**src/rtl/vga_fb_arbiter.sv**
```systemverilog
// vga_fb_arbiter
//   Shares one single-port, registered-output framebuffer RAM between VGA
//   scan-out and a CPU bus. A visible pixel strobe always owns the RAM for
//   that clock. The CPU gets every other clock, with at most one access
//   outstanding. Pixel and CPU read data come back through a one-stage tag
//   pipe that matches the one-clock RAM read latency, so results appear two
//   clocks after the slot that issued them.
//
// Ports
//   clk, reset                   system clock, synchronous active-high reset
//   pixel_strobe, active         pixel enable / visible flag from vga_generator
//   mode, x, y                   0 = 640 wide, 1 = 320 wide; pixel coordinates
//   cpu_req/we/addr/wdata        CPU request, held until cpu_ack
//   cpu_ack, cpu_rdata           1-clk completion pulse, read data (held)
//   ram_addr/we/wdata            RAM command (combinational)
//   ram_rdata                    RAM read data, valid 1 clk after address
//   pix_data, pix_valid          pixel to DAC, 1-clk update pulse
module vga_fb_arbiter #(
  parameter int DATA_W   = 8,
  parameter int ADDR_W   = 17,
  parameter int H_RES_LO = 320
) (
  input  logic              clk,
  input  logic              reset,
  input  logic              pixel_strobe,
  input  logic              active,
  input  logic              mode,
  input  logic [9:0]        x,
  input  logic [8:0]        y,
  input  logic              cpu_req,
  input  logic              cpu_we,
  input  logic [ADDR_W-1:0] cpu_addr,
  input  logic [DATA_W-1:0] cpu_wdata,
  output logic              cpu_ack,
  output logic [DATA_W-1:0] cpu_rdata,
  output logic [ADDR_W-1:0] ram_addr,
  output logic              ram_we,
  output logic [DATA_W-1:0] ram_wdata,
  input  logic [DATA_W-1:0] ram_rdata,
  output logic [DATA_W-1:0] pix_data,
  output logic              pix_valid
);

  localparam logic [31:0] W_LO = 32'(H_RES_LO);

  logic [ADDR_W-1:0] y_ext, x_ext, row_lo, pix_addr;
  logic              vga_slot, blank_slot, cpu_go;

  logic              vga_tag_q, vga_tag_d;
  logic              blank_tag_q, blank_tag_d;
  logic              rd_tag_q, rd_tag_d;
  logic              busy_q, busy_d;
  logic              cpu_ack_q, cpu_ack_d;
  logic [DATA_W-1:0] cpu_rdata_q, cpu_rdata_d;
  logic [DATA_W-1:0] pix_data_q, pix_data_d;
  logic              pix_valid_q, pix_valid_d;

  // y*W + x built from shifted copies of y for each set bit of the constant
  // line width; mode=0 doubles the row offset with a single left shift.
  always_comb begin
    y_ext  = ADDR_W'(y);
    x_ext  = ADDR_W'(x);
    row_lo = '0;
    for (int i = 0; i < 32; i++) begin
      if (W_LO[i]) row_lo = row_lo + (y_ext << i);
    end
    pix_addr = (mode ? row_lo : {row_lo[ADDR_W-2:0], 1'b0}) + x_ext;
  end

  // Slot decision and RAM command. busy covers the whole access including
  // the ack clock; cpu_ack_q is kept in the term so a held request can never
  // be taken again in the clock it is acknowledged.
  always_comb begin
    vga_slot    = pixel_strobe & active;
    blank_slot  = pixel_strobe & ~active;
    cpu_go      = ~reset & ~vga_slot & cpu_req & ~busy_q & ~cpu_ack_q;
    ram_addr    = '0;
    ram_we      = 1'b0;
    vga_tag_d   = 1'b0;
    rd_tag_d    = 1'b0;
    blank_tag_d = blank_slot;
    if (vga_slot) begin
      ram_addr  = pix_addr;
      vga_tag_d = 1'b1;
    end else if (cpu_go) begin
      ram_addr = cpu_addr;
      ram_we   = cpu_we;
      rd_tag_d = ~cpu_we;
    end
  end

  assign ram_wdata = cpu_wdata;

  // Results: the tags registered at the end of the slot clock mark what the
  // RAM is returning during the following clock.
  always_comb begin
    busy_d = busy_q;
    if (cpu_go)    busy_d = 1'b1;
    if (cpu_ack_q) busy_d = 1'b0;
    cpu_ack_d   = (cpu_go & cpu_we) | rd_tag_q;
    cpu_rdata_d = rd_tag_q ? ram_rdata : cpu_rdata_q;
    pix_valid_d = vga_tag_q | blank_tag_q;
    pix_data_d  = pix_data_q;
    if (vga_tag_q)        pix_data_d = ram_rdata;
    else if (blank_tag_q) pix_data_d = '0;
  end

  always_ff @(posedge clk) begin
    if (reset) begin
      vga_tag_q   <= 1'b0;
      blank_tag_q <= 1'b0;
      rd_tag_q    <= 1'b0;
      busy_q      <= 1'b0;
      cpu_ack_q   <= 1'b0;
      cpu_rdata_q <= '0;
      pix_data_q  <= '0;
      pix_valid_q <= 1'b0;
    end else begin
      vga_tag_q   <= vga_tag_d;
      blank_tag_q <= blank_tag_d;
      rd_tag_q    <= rd_tag_d;
      busy_q      <= busy_d;
      cpu_ack_q   <= cpu_ack_d;
      cpu_rdata_q <= cpu_rdata_d;
      pix_data_q  <= pix_data_d;
      pix_valid_q <= pix_valid_d;
    end
  end

  assign cpu_ack   = cpu_ack_q;
  assign cpu_rdata = cpu_rdata_q;
  assign pix_data  = pix_data_q;
  assign pix_valid = pix_valid_q;

endmodule

```
**config.mk**
```make
export PLATFORM = sky130hd
export DESIGN_NAME = vga_fb_arbiter
export DESIGN_NICKNAME = d
export VERILOG_FILES = /design/src/rtl/vga_fb_arbiter.sv
export SDC_FILE = /design/constraint.sdc
export NUM_CORES = 1
export LEC_CHECK = 0
export CORE_UTILIZATION = 50
export CTS_CLUSTER_SIZE = 16
export DETAILED_ROUTE_END_ITERATION = 10
export DONT_BUFFER_PORTS = 1
export HOLD_SLACK_MARGIN = 0.03
export PLACE_DENSITY = 0.68
export SLEW_MARGIN = 10
export SYNTH_ARGS = -nofsm -noshare
export SYNTH_HDL_FRONTEND = slang
export SYNTH_SLANG_ARGS = --single-unit
```
**constraint.sdc**
```tcl
create_clock -name clk -period 4.6 [get_ports clk]
set_input_delay 1.15 -clock clk [delete_from_list [all_inputs] [get_ports clk]]
set_output_delay 1.15 -clock clk [all_outputs]
set_load 0.005 [all_outputs]
```
==> results of run 1 <==
## registers in the layout, summed over array words and instances (netlist names)
name         cells
pix_data         8
cpu_ack          1
rd_tag_q         1
cpu_rdata        8
pix_valid        1
busy_q           1
vga_tag_q        1
blank_tag_q      1
## kinds of logic (layout without fill, tap and decap cells)
group / count (synthesis) / after routing
AND/OR/NAND/NOR: 86 / 86
flip-flops: 22 / 22
AO/OA/AOI/OAI: 70 / 70
buffers and inverters: 29 / 22
XOR/XNOR: 9 / 9
adder cells (fa/ha/maj): 13 / 13
multiplexers: 13 / 13
## cells in the final DEF (no fill, tap or decap), types with 2 or more instances in the layout
cell	Yosys	final
nor3b_1	11	11
nor2_1	35	35
nor2b_1	4	3
inv_1	7	7
o22ai_1	2	2
a211oi_1	4	4
or2_2	3	3
mux2i_1	11	11
nor4b_1	2	2
clkbuf_8	0	3
fa_1	2	2
nand2b_1	2	2
a22o_1	9	9
or3_4	2	2
a21oi_1	14	14
nand2_1	12	12
nor3_1	2	2
o21a_1	3	3
buf_4	8	10
and2_1	3	3
o21ai_0	14	11
dfxtp_1	22	22
ha_1	11	9
nand3_1	3	2
xnor2_1	3	3
a31oi_1	2	2
o21ai_1	4	7
xor2_1	6	6
## what timing repair did
action | CTS | global route
resized for setup | 2 | 10
pin swaps | 0 | 4
setup buffers | 1 | 4
endpoints found under the setup margin | 3 | 4
## critical path: stages
cell and delay, ns:
ha_2 0.17, fa_1 0.45, mux2_4 0.28, ha_4 0.28
o21ai_1 0.07, o21ai_1 0.13, nor2b_4 0.17, nand3_2 0.10
buf_6 0.15, xor2_1 0.16, a22o_1 0.20
## path summary, 6_finish.rpt
| check | cells after the start | start | end | slack [ns] |
|---|---|---|---|---|
| setup / recovery | 11 | y[0] | ram_addr[13] | 0.13 |
| setup reg to reg | 6 | busy_q | cpu_ack | 3.20 |
| hold reg to reg | 2 | busy_q | busy_q | 0.47 |
| hold / removal | 2 | busy_q | busy_q | 0.47 |
## per-stage QoR
| stage | cells | TNS (ns) | worst slack [ns] |
|---|---|---|---|
| 2_1_floorplan | 242 | 0 | 0.008159 |
| 3_3_place_gp | 274 | -0.01226 | -0.01226 |
| 3_5_place_dp | 274 | -0.09188 | -0.05410 |
| 4_1_cts | 279 | 0 | 0.02631 |
| 5_1_grt | 283 | 0 | 0.02545 |
| 6_report | 283 | 0 | 0.1294 |
## cells in the mapped netlist, types with 3 or more instances
cell	instances	area share [%]
nor2_1	35	6.9
dfxtp_1	22	23
a21oi_1	14	3.7
o21ai_0	14	3.7
nand2_1	12	2.3
ha_1	11	7.2
mux2i_1	11	5.7
nor3b_1	11	4.3
clkbuf_1	10	2.0
a22o_1	9	4.1
buf_4	8	3.1
inv_1	7	1.4
xor2_1	6	2.7
a211oi_1	4	1.6
nor2b_1	4	1.3
o21ai_1	4	1.0
and2_1	3	0.98
nand3_1	3	0.78
o21a_1	3	1.2
or2_2	3	0.98
xnor2_1	3	1.4
## where the power goes
group          leakage (nW)  switching [mW]  total, mW  internal [mW]
combinational         0.578           0.101      0.195         0.0938
clock                0.0357          0.0600      0.176          0.116
sequential            0.179         0.00758      0.205          0.197
total                 0.792           0.169      0.576          0.407
## layer usage
| metal | up-vias | GRT usage, % | routed length (um) |
|---|---|---|---|
| li1 | 854 | - | - |
| met1 | 768 | 25.95 | 1909 |
| met2 | 70 | 37.10 | 2152 |
| met3 | 8 | 2.857 | 284 |
| met4 | 0 | 7.386 | 91 |
| met5 | - | 0 | 0 |
## final cells by class
| class | instances | area, um2 |
|---|---|---|
| Sequential cell | 22 | 440.4 |
| Multi-Input combinational cell | 191 | 1371 |
| Fill cell | 353 | 1605 |
| Clock buffer | 3 | 41.29 |
| Tap cell | 48 | 60.06 |
| Clock inverter | 1 | 30.03 |
| Timing Repair Buffer | 11 | 86.33 |
| Inverter | 7 | 26.28 |
==> run_results.csv, run 1 <==
group,metric,value,unit
detailed_routing,drc,0,
power_and_ir_drop,p_leak,0.7924,nW
synthesis,syn_nets,314,
global_routing,grt_pass1_wl,6.879,mm
synthesis,synthArstFlopShare,0,%
synthesis,syn_inst,242,
power_and_ir_drop,total_power,575.7,uW
detailed_routing,dr.first_iter.drc_count,90,
synthesis,synth_compound_area_share,25.39,%
placed_design,postPlaceCellArea,1899,um2
floorplan,start_util,52.36,%
worst_hold_path,min_path_type,"reg -> reg",
synthesis,synth_flop_cell,"dfxtp_1",
floorplan,ios,103,
floorplan,dieWidth,63.92,um
finish,fin_nets,308,
power_and_ir_drop,power_density,280.1,nW/um2
timing,maxClockFrequency,223.7,MHz
detailed_routing,vias_per_cell,6.007,
timing,min_period,4.471,ns
synthesis,ys_types,55,
timing,worst_slew_pin_slew,0.5641,ns
finish,fin_util,56.15,%
timing,slew_headroom,62.19,%
synthesis,synth_fa_ha_area_share,9.269,%
synthesis,synthXorXnorAreaFrac,4.112,%
detailed_routing,ant_nets,0,
synthesis,syn_area_per_cell,7.921,um2
worst_setup_path,crit_path_start_kind,"input pin",
synthesis,syn_area,1917,um2
timing,hold_ws,0.4714,ns
synthesis,ys_ff_latch,22,
timing,finalSetupViolCount,0,
global_routing,antenna_found_initial,0,
timing,rsz0062_at_grt,"false",
timing,fin_crit_sh,97.19,%
finish,antenna_cells,0,
floorplan,core-area,3661,um2
finish,final_area,2056,um2
clock_network,clkSinkCount,22,
placed_design,place_congestion,0.8532,
timing,final_max_slew_viol_count,0,
synthesis,synth-simple-area-share,23.56,%
detailed_routing,routed_wl,4.437,mm
placed_design,hpwlAfterDp,3.389,mm
floorplan,placementRows,22,
synthesis,synthMuxAreaShare,6.919,%
flow_run,drv_cap,0,
global_routing,grt_use_total,21.08,%
floorplan,die_y,63.92,um
clock_network,cts.root.buffer_cell,"clkbuf_8",
synthesis,synth-edff-count,0,
placed_design,numPortBuffers,0,
worst_setup_path,crit_required,3.45,ns
synthesis,yosysWarnings,0,
global_routing,grt_max_degree,28,
worst_setup_path,arrival,3.32,ns
power_and_ir_drop,peakVddDrop,0.1213,mV
outcome,outcome,"finished, final reports clean",
clock_network,path_clk_slew,0.07,ns
clock_network,cts_tree,"done",
clock_network,clock_path_buffers,2,
floorplan,die_area,4085,um2
timing,hold_violations,0,
detailed_routing,first_pass_iters,4,
clock_network,clk_latency,0.26,ns
clock_network,cts-buffers-inserted,3,
worst_setup_path,critPathKind,"in -> out",
global_routing,grt.overflow.total,0,
detailed_routing,wl_per_cell,15.68,um
synthesis,synth_top_family_by_area,"compound AO/OA/AOI/OAI gates",
finish,area_delta_synth_final,7.245,%
clock_network,cts.htree.levels,1,
clock_network,postCtsHoldBufs,0,
timing,clock_skew,0.01002,ns
synthesis,yosysSeqAreaShare,22.98,%
finish,drive_gt1_share,13.62,%
global_routing,grt_pass1_vias,1518,
detailed_routing,dr_total_vias,1700,
worst_setup_path,endpoint_kind,"output pin",
worst_setup_path,cp_max_fo,3,
No activity file was read; power rests on OpenSTA's default activity.
==> inputs of run 2 (changes only) <==
- PLACE_DENSITY: 0.68 -> default
- clock period: 4.6 -> 4.85 ns (I/O delays scaled with it)
==> run 2 against run 1 <==
- hold slack got worse by 0.0068 ns
- critical endpoint is now ram_addr[15]
- power shrank 19%
- non-clock buffer count is 9 lower
- core utilization shrank 3.9 points
- clock-buffer cell count stayed put
- highest routed layer unchanged
- largest cell class unchanged
==> run_results.csv, run 2 (same netlist as run 1, synthesis figures left out) <==
group,metric,value,unit
worst_setup_path,endpoint_kind,"output pin",
worst_setup_path,cp_max_fo,3,
global_routing,grt_pass1_vias,1528,
worst_hold_path,hold-path-endpoint,"busy_q",
worst_hold_path,min-delay-start,"busy_q",
floorplan,placementRows,22,
power_and_ir_drop,p_sw,151.8,uW
detailed_routing,ant_nets,0,
finish,final_cell_mix,"nor2_1 (35), dfxtp_1 (22), a21oi_1 (14), nand2_1 (12), o21ai_0 (12)",
worst_setup_path,arrival,3.53,ns
detailed_routing,vias_per_cell,6.103,
power_and_ir_drop,p_int,316.8,uW
power_and_ir_drop,p_leak,0.7225,nW
global_routing,grt_pass1_wl,7.265,mm
power_and_ir_drop,power_density,244.9,nW/um2
worst_setup_path,rrSetupSlack,3.13,ns
power_and_ir_drop,clkPwrFrac,22.9,%
flow_run,drv_cap,0,
worst_setup_path,worst-r2r-cell-count,6,
clock_network,clkSinkCount,22,
power_and_ir_drop,p_comb_share,35.6,%
clock_network,cts_tree,"done",
timing,finalSetupViolCount,0,
power_and_ir_drop,swShare,32.40,%
power_and_ir_drop,p_seq_share,41.5,%
floorplan,die_area,4085,um2
timing,final_max_slew_viol_count,0,
global_routing,grt.overflow.total,0,
clock_network,clock_path_buffers,2,
timing,fin_ws,0.1115,ns
placed_design,place_congestion,0.8284,
finish,area_delta_synth_final,-0.1961,%
timing,fin_crit_sh,97.70,%
global_routing,antenna_found_initial,0,
floorplan,core-area,3661,um2
worst_setup_path,crit_required,3.64,ns
worst_setup_path,crit_path_start_kind,"input pin",
detailed_routing,drc,0,
clock_network,clk_latency,0.26,ns
placed_design,numPortBuffers,0,
detailed_routing,dr_total_vias,1666,
power_and_ir_drop,peakVddDrop,0.2002,mV
timing,rsz0062_at_grt,"true",
detailed_routing,wl_per_cell,16.73,um
clock_network,cts.htree.levels,1,
placed_design,pre_cts_ws,0.08687,ns
clock_network,cts.root.buffer_cell,"clkbuf_8",
floorplan,die_y,63.92,um
finish,drive_gt1_share,8.000,%
worst_setup_path,reg2reg_to,"cpu_ack",
timing,worst_slew_pin_slew,0.9634,ns
finish,antenna_cells,0,
finish,final_common_cell,"nor2_1",
placed_design,postPlaceCellArea,1862,um2
detailed_routing,dr.first_iter.drc_count,84,
clock_network,path_clk_slew,0.07,ns
floorplan,ios,103,
global_routing,grt_max_degree,28,
detailed_routing,routed_wl,4.568,mm
outcome,outcome,"finished, final reports clean",
timing,slew_headroom,35.42,%
placed_design,hpwlAfterDp,3.707,mm
floorplan,start_util,52.36,%
worst_hold_path,holdPathStages,2,
clock_network,cts-buffers-inserted,3,
timing,maxClockFrequency,211.0,MHz
floorplan,dieWidth,63.92,um
worst_setup_path,critPathKind,"in -> out",
global_routing,grt_use_total,22.56,%
timing,clock_skew,0.002395,ns
finish,fin_nets,299,
finish,final_area,1913,um2
timing,hold_violations,0,
worst_hold_path,min_path_type,"reg -> reg",
timing,min_period,4.738,ns
timing,tns,0,ns
worst_setup_path,r2r_start,"busy_q",
detailed_routing,first_pass_iters,4,
==> run 2: how the worst max path moves through the flow <==
stage / to / slack, ns / from
2_1_floorplan: ram_addr[16] / 0.003 / mode
3_3_place_gp: ram_addr[15] / 0.14 / y[0]
3_5_place_dp: ram_addr[16] / 0.09 / y[0]
4_1_cts: ram_addr[15] / 0.07 / y[0]
5_1_grt: ram_addr[15] / -0.04 / y[0]
6_report: ram_addr[15] / 0.11 / y[0]
==> run 2: area by class of cell <==
cell class / instances / area, um2
sequential: 22 / 440.4
fill: 356 / 1748
timing repair buffer: 2 / 15.01
clock buffer: 3 / 41.29
multi-input combinational: 191 / 1330
inverter: 7 / 26.28
tap: 48 / 60.06
==> run 2: metrics by stage <==
| stage | power (mW) | cells | hold WS [ns] | util [%] |
|---|---|---|---|---|
| detailed placement | 0.3609 | 269 | 0.4495 | 50.85 |
| floorplan | 0.3419 | 242 | 0.4330 | - |
| global route | 0.5002 | 273 | 0.5178 | 52.26 |
| finish | 0.4685 | 273 | 0.4647 | 52.26 |
| CTS | 0.4688 | 272 | 0.4628 | 51.98 |
| global placement | 0.3565 | 269 | 0.4525 | 50.85 |
==> run 2: power by group through the flow <==
stage | combinational, mW | sequential, mW | clock [mW]
after detailed placement | 0.162 | 0.199 | 0
after CTS | 0.164 | 0.194 | 0.111
final | 0.167 | 0.194 | 0.107
after global routing | 0.186 | 0.195 | 0.119
after global placement | 0.158 | 0.198 | 0
after floorplan | 0.148 | 0.194 | 0
==> run 2: critical path, cell delays in order <==
cell and delay [ns]:
ha_1 0.21, fa_1 0.48, mux2_2 0.29, ha_1 0.31, o21ai_0 0.11, o21ai_1 0.13
nor2b_2 0.18, nand3_1 0.12, and2b_1 0.24, xor2_1 0.15, o21ai_1 0.10
==> run 2: timing repair <==
action	4_1_cts	5_1_grt
resized for setup	0	3
setup buffers	0	1
endpoints found under the setup margin	0	3
hold buffers	0	0
endpoints found under the hold margin	0	0
==> run 2: layer usage <==
layer	track usage [%]	routed length (um)	vias up	share of wire, %
li1	-	-	835	-
met1	28.52	2006	747	44
met2	37.37	2112	71	46
met3	6.429	372	13	8.1
met4	5.682	77	0	1.7
met5	0	0	-	0
==> inputs of run 3 (changes only) <==
- PLACE_DENSITY: default -> 0.68
- clock period: 4.85 -> 4.1 ns (I/O delays scaled with it)
==> run 3 against run 2 <==
- the run now ends with setup timing left
- hold slack got worse by 0.00099 ns
- cell count is 5.1% higher
- register-to-register slack worse by 0.24 ns
- wire length fell by 1.9%
- global-route usage fell by 0.95 points
- via count about the same
- combinational power rose by 36%
- clock power grew 86%
- critical path type unchanged
- critical endpoint is now ram_addr[13]
- largest power group unchanged
==> run_results.csv, run 3 (same netlist as run 1, synthesis figures left out) <==
group,metric,value,unit
outcome,outcome,"complete, but fails checks",
outcome,violations,"setup timing",
finish,final_area,2106,um2
global_routing,grt_max_degree,28,
floorplan,placementRows,22,
clock_network,postCtsHoldBufs,0,
detailed_routing,dr.first_iter.drc_count,77,
global_routing,grt.overflow.total,0,
worst_hold_path,min-delay-start,"busy_q",
clock_network,clkSinkCount,22,
worst_setup_path,crit_chain,"ha_4 > fa_1 > mux2_4 > ha_4 > o21ai_2 > o21ai_1 > nor2b_4 > nand3_2 > buf_6 > xor2_1 > a22o_1",
timing,fin_ws,-0.05690,ns
timing,final_max_slew_viol_count,0,
worst_setup_path,critPathKind,"in -> out",
clock_network,path_clk_slew,0.07,ns
floorplan,dieWidth,63.92,um
timing,min_period,4.157,ns
detailed_routing,dr_total_vias,1665,
timing,maxClockFrequency,240.6,MHz
worst_setup_path,arrival,3.13,ns
worst_setup_path,worst-r2r-cell-count,7,
clock_network,clk_latency,0.26,ns
timing,fin_crit_sh,101.4,%
timing,finalSetupViolCount,4,
global_routing,antenna_found_initial,0,
clock_network,cts-buffers-inserted,3,
placed_design,hpwlAfterDp,3.472,mm
detailed_routing,routed_wl,4.482,mm
floorplan,die_y,63.92,um
worst_setup_path,crit_path_start_kind,"input pin",
flow_run,drv_cap,0,
finish,n_fill_cell,357,
timing,worst_slew_pin_slew,0.5443,ns
worst_hold_path,hold-path-endpoint,"busy_q",
placed_design,place_congestion,0.8909,
worst_setup_path,critPathMostFrequentCell,"ha_4",
timing,rsz0062_at_grt,"true",
finish,antenna_cells,0,
global_routing,grt_use_total,21.61,%
finish,fin_nets,312,
timing,hold_ws,0.4637,ns
power_and_ir_drop,p_leak,0.8100,nW
clock_network,cts.root.buffer_cell,"clkbuf_8",
detailed_routing,wl_per_cell,15.62,um
clock_network,clock_path_buffers,2,
finish,drive_gt1_share,17.15,%
floorplan,die_area,4085,um2
finish,area_delta_synth_final,9.856,%
worst_setup_path,crit_required,3.07,ns
power_and_ir_drop,peakVddDrop,0.1178,mV
worst_setup_path,reg2reg_to,"cpu_ack",
power_and_ir_drop,total_power,656.3,uW
detailed_routing,first_pass_iters,4,
detailed_routing,ant_nets,0,
worst_setup_path,r2r_start,"busy_q",
finish,final_cell_mix,"nor2_1 (35), dfxtp_1 (22), buf_4 (14), a21oi_1 (13), nand2_1 (12)",
floorplan,ios,103,
timing,tns,-0.1634,ns
worst_setup_path,cpPeakStageDelay,0.45,ns
timing,clock_skew,0.007522,ns
power_and_ir_drop,power_density,311.7,nW/um2
floorplan,start_util,52.36,%
clock_network,cts.htree.levels,1,
finish,final_common_cell,"nor2_1",
global_routing,grt_pass1_wl,7.010,mm
worst_setup_path,endpoint_kind,"output pin",
worst_setup_path,rrSetupSlack,2.89,ns
worst_setup_path,slowest_stage,"fa_1",
detailed_routing,drc,0,
worst_hold_path,min_path_type,"reg -> reg",
placed_design,pre_cts_ws,-0.1033,ns
timing,slew_headroom,63.66,%
timing,hold_violations,0,
floorplan,core-area,3661,um2
worst_setup_path,cp_max_fo,3,
worst_hold_path,holdPathStages,2,
clock_network,cts_tree,"done",
global_routing,grt_pass1_vias,1521,
placed_design,numPortBuffers,0,
detailed_routing,vias_per_cell,5.801,
placed_design,postPlaceCellArea,1986,um2
==> run 3: cell count changes in the layout (fill, tap and decap cells not counted), moves of 2 or more <==
| cell | delta |
|---|---|
| ha_4 | +2 |
| o21ai_2 | +2 |
| ha_1 | -2 |
| buf_4 | +12 |
| o21ai_0 | -2 |
==> run 3: cell type report <==
type / count / area (um2) / area share, %
Timing Repair Buffer: 15 / 116.4 / 5.526
Inverter: 7 / 26.28 / 1.248
Multi-Input combinational cell: 191 / 1391 / 66.07
Sequential cell: 22 / 440.4 / 20.92
Clock inverter: 1 / 30.03 / 1.426
Tap cell: 48 / 60.06 / 2.852
Clock buffer: 3 / 41.29 / 1.961
==> run 3: metrics by stage <==
stage,cells,util (%)
after floorplan,242,-
after global placement,280,54.24
after detailed placement,280,54.24
after CTS,285,56.87
after global routing,287,57.52
final,287,57.52
==> run 3: routing by layer <==
| metal | track usage, % | part of all wire, % | vias up |
|---|---|---|---|
| met3 | 2.321 | 5.8 | 6 |
| met1 | 25.98 | 42 | 743 |
| met2 | 39.23 | 50 | 58 |
| met5 | 0 | 0 | - |
| li1 | - | - | 858 |
| met4 | 7.670 | 1.9 | 0 |
==> run 3: repair_timing <==
| item | 4_1_cts | 5_1_grt |
|---|---|---|
| cloned | 0 | 0 |
| buffers inserted | 1 | 2 |
| setup endpoints to repair | 4 | 6 |
| pin swaps | 6 | 0 |
| resized for setup | 4 | 3 |
| hold endpoints to repair | 0 | 0 |
==> run 3: worst max-delay path by stage <==
stage,start,end,slack (ns),depth (start not counted)
after global routing,y[2],ram_addr[15],-0.17,11
after CTS,y[2],ram_addr[13],-0.04,11
after detailed placement,y[0],ram_addr[13],-0.10,11
after floorplan,mode,ram_addr[16],-0.009,14
after global placement,y[0],ram_addr[13],-0.09,11
final,y[2],ram_addr[13],-0.06,11
==> run 3: where the power goes <==
group          internal (mW)  switching (mW)  total (mW)
combinational          0.113           0.114       0.227
sequential             0.221         0.00864       0.230
clock                  0.130          0.0691       0.199
total                  0.464           0.192       0.656
==> run 3: worst max-delay path: cells and delay by family <==
kind | cells | cell delay (ns)
buffers and inverters | 1 | 0.15
and+or+nand+nor | 2 | 0.27
AOI/OAI and AO/OA | 3 | 0.38
muxes | 1 | 0.28
adders and majority gates | 3 | 0.87
xor gates and xnor gates | 1 | 0.16
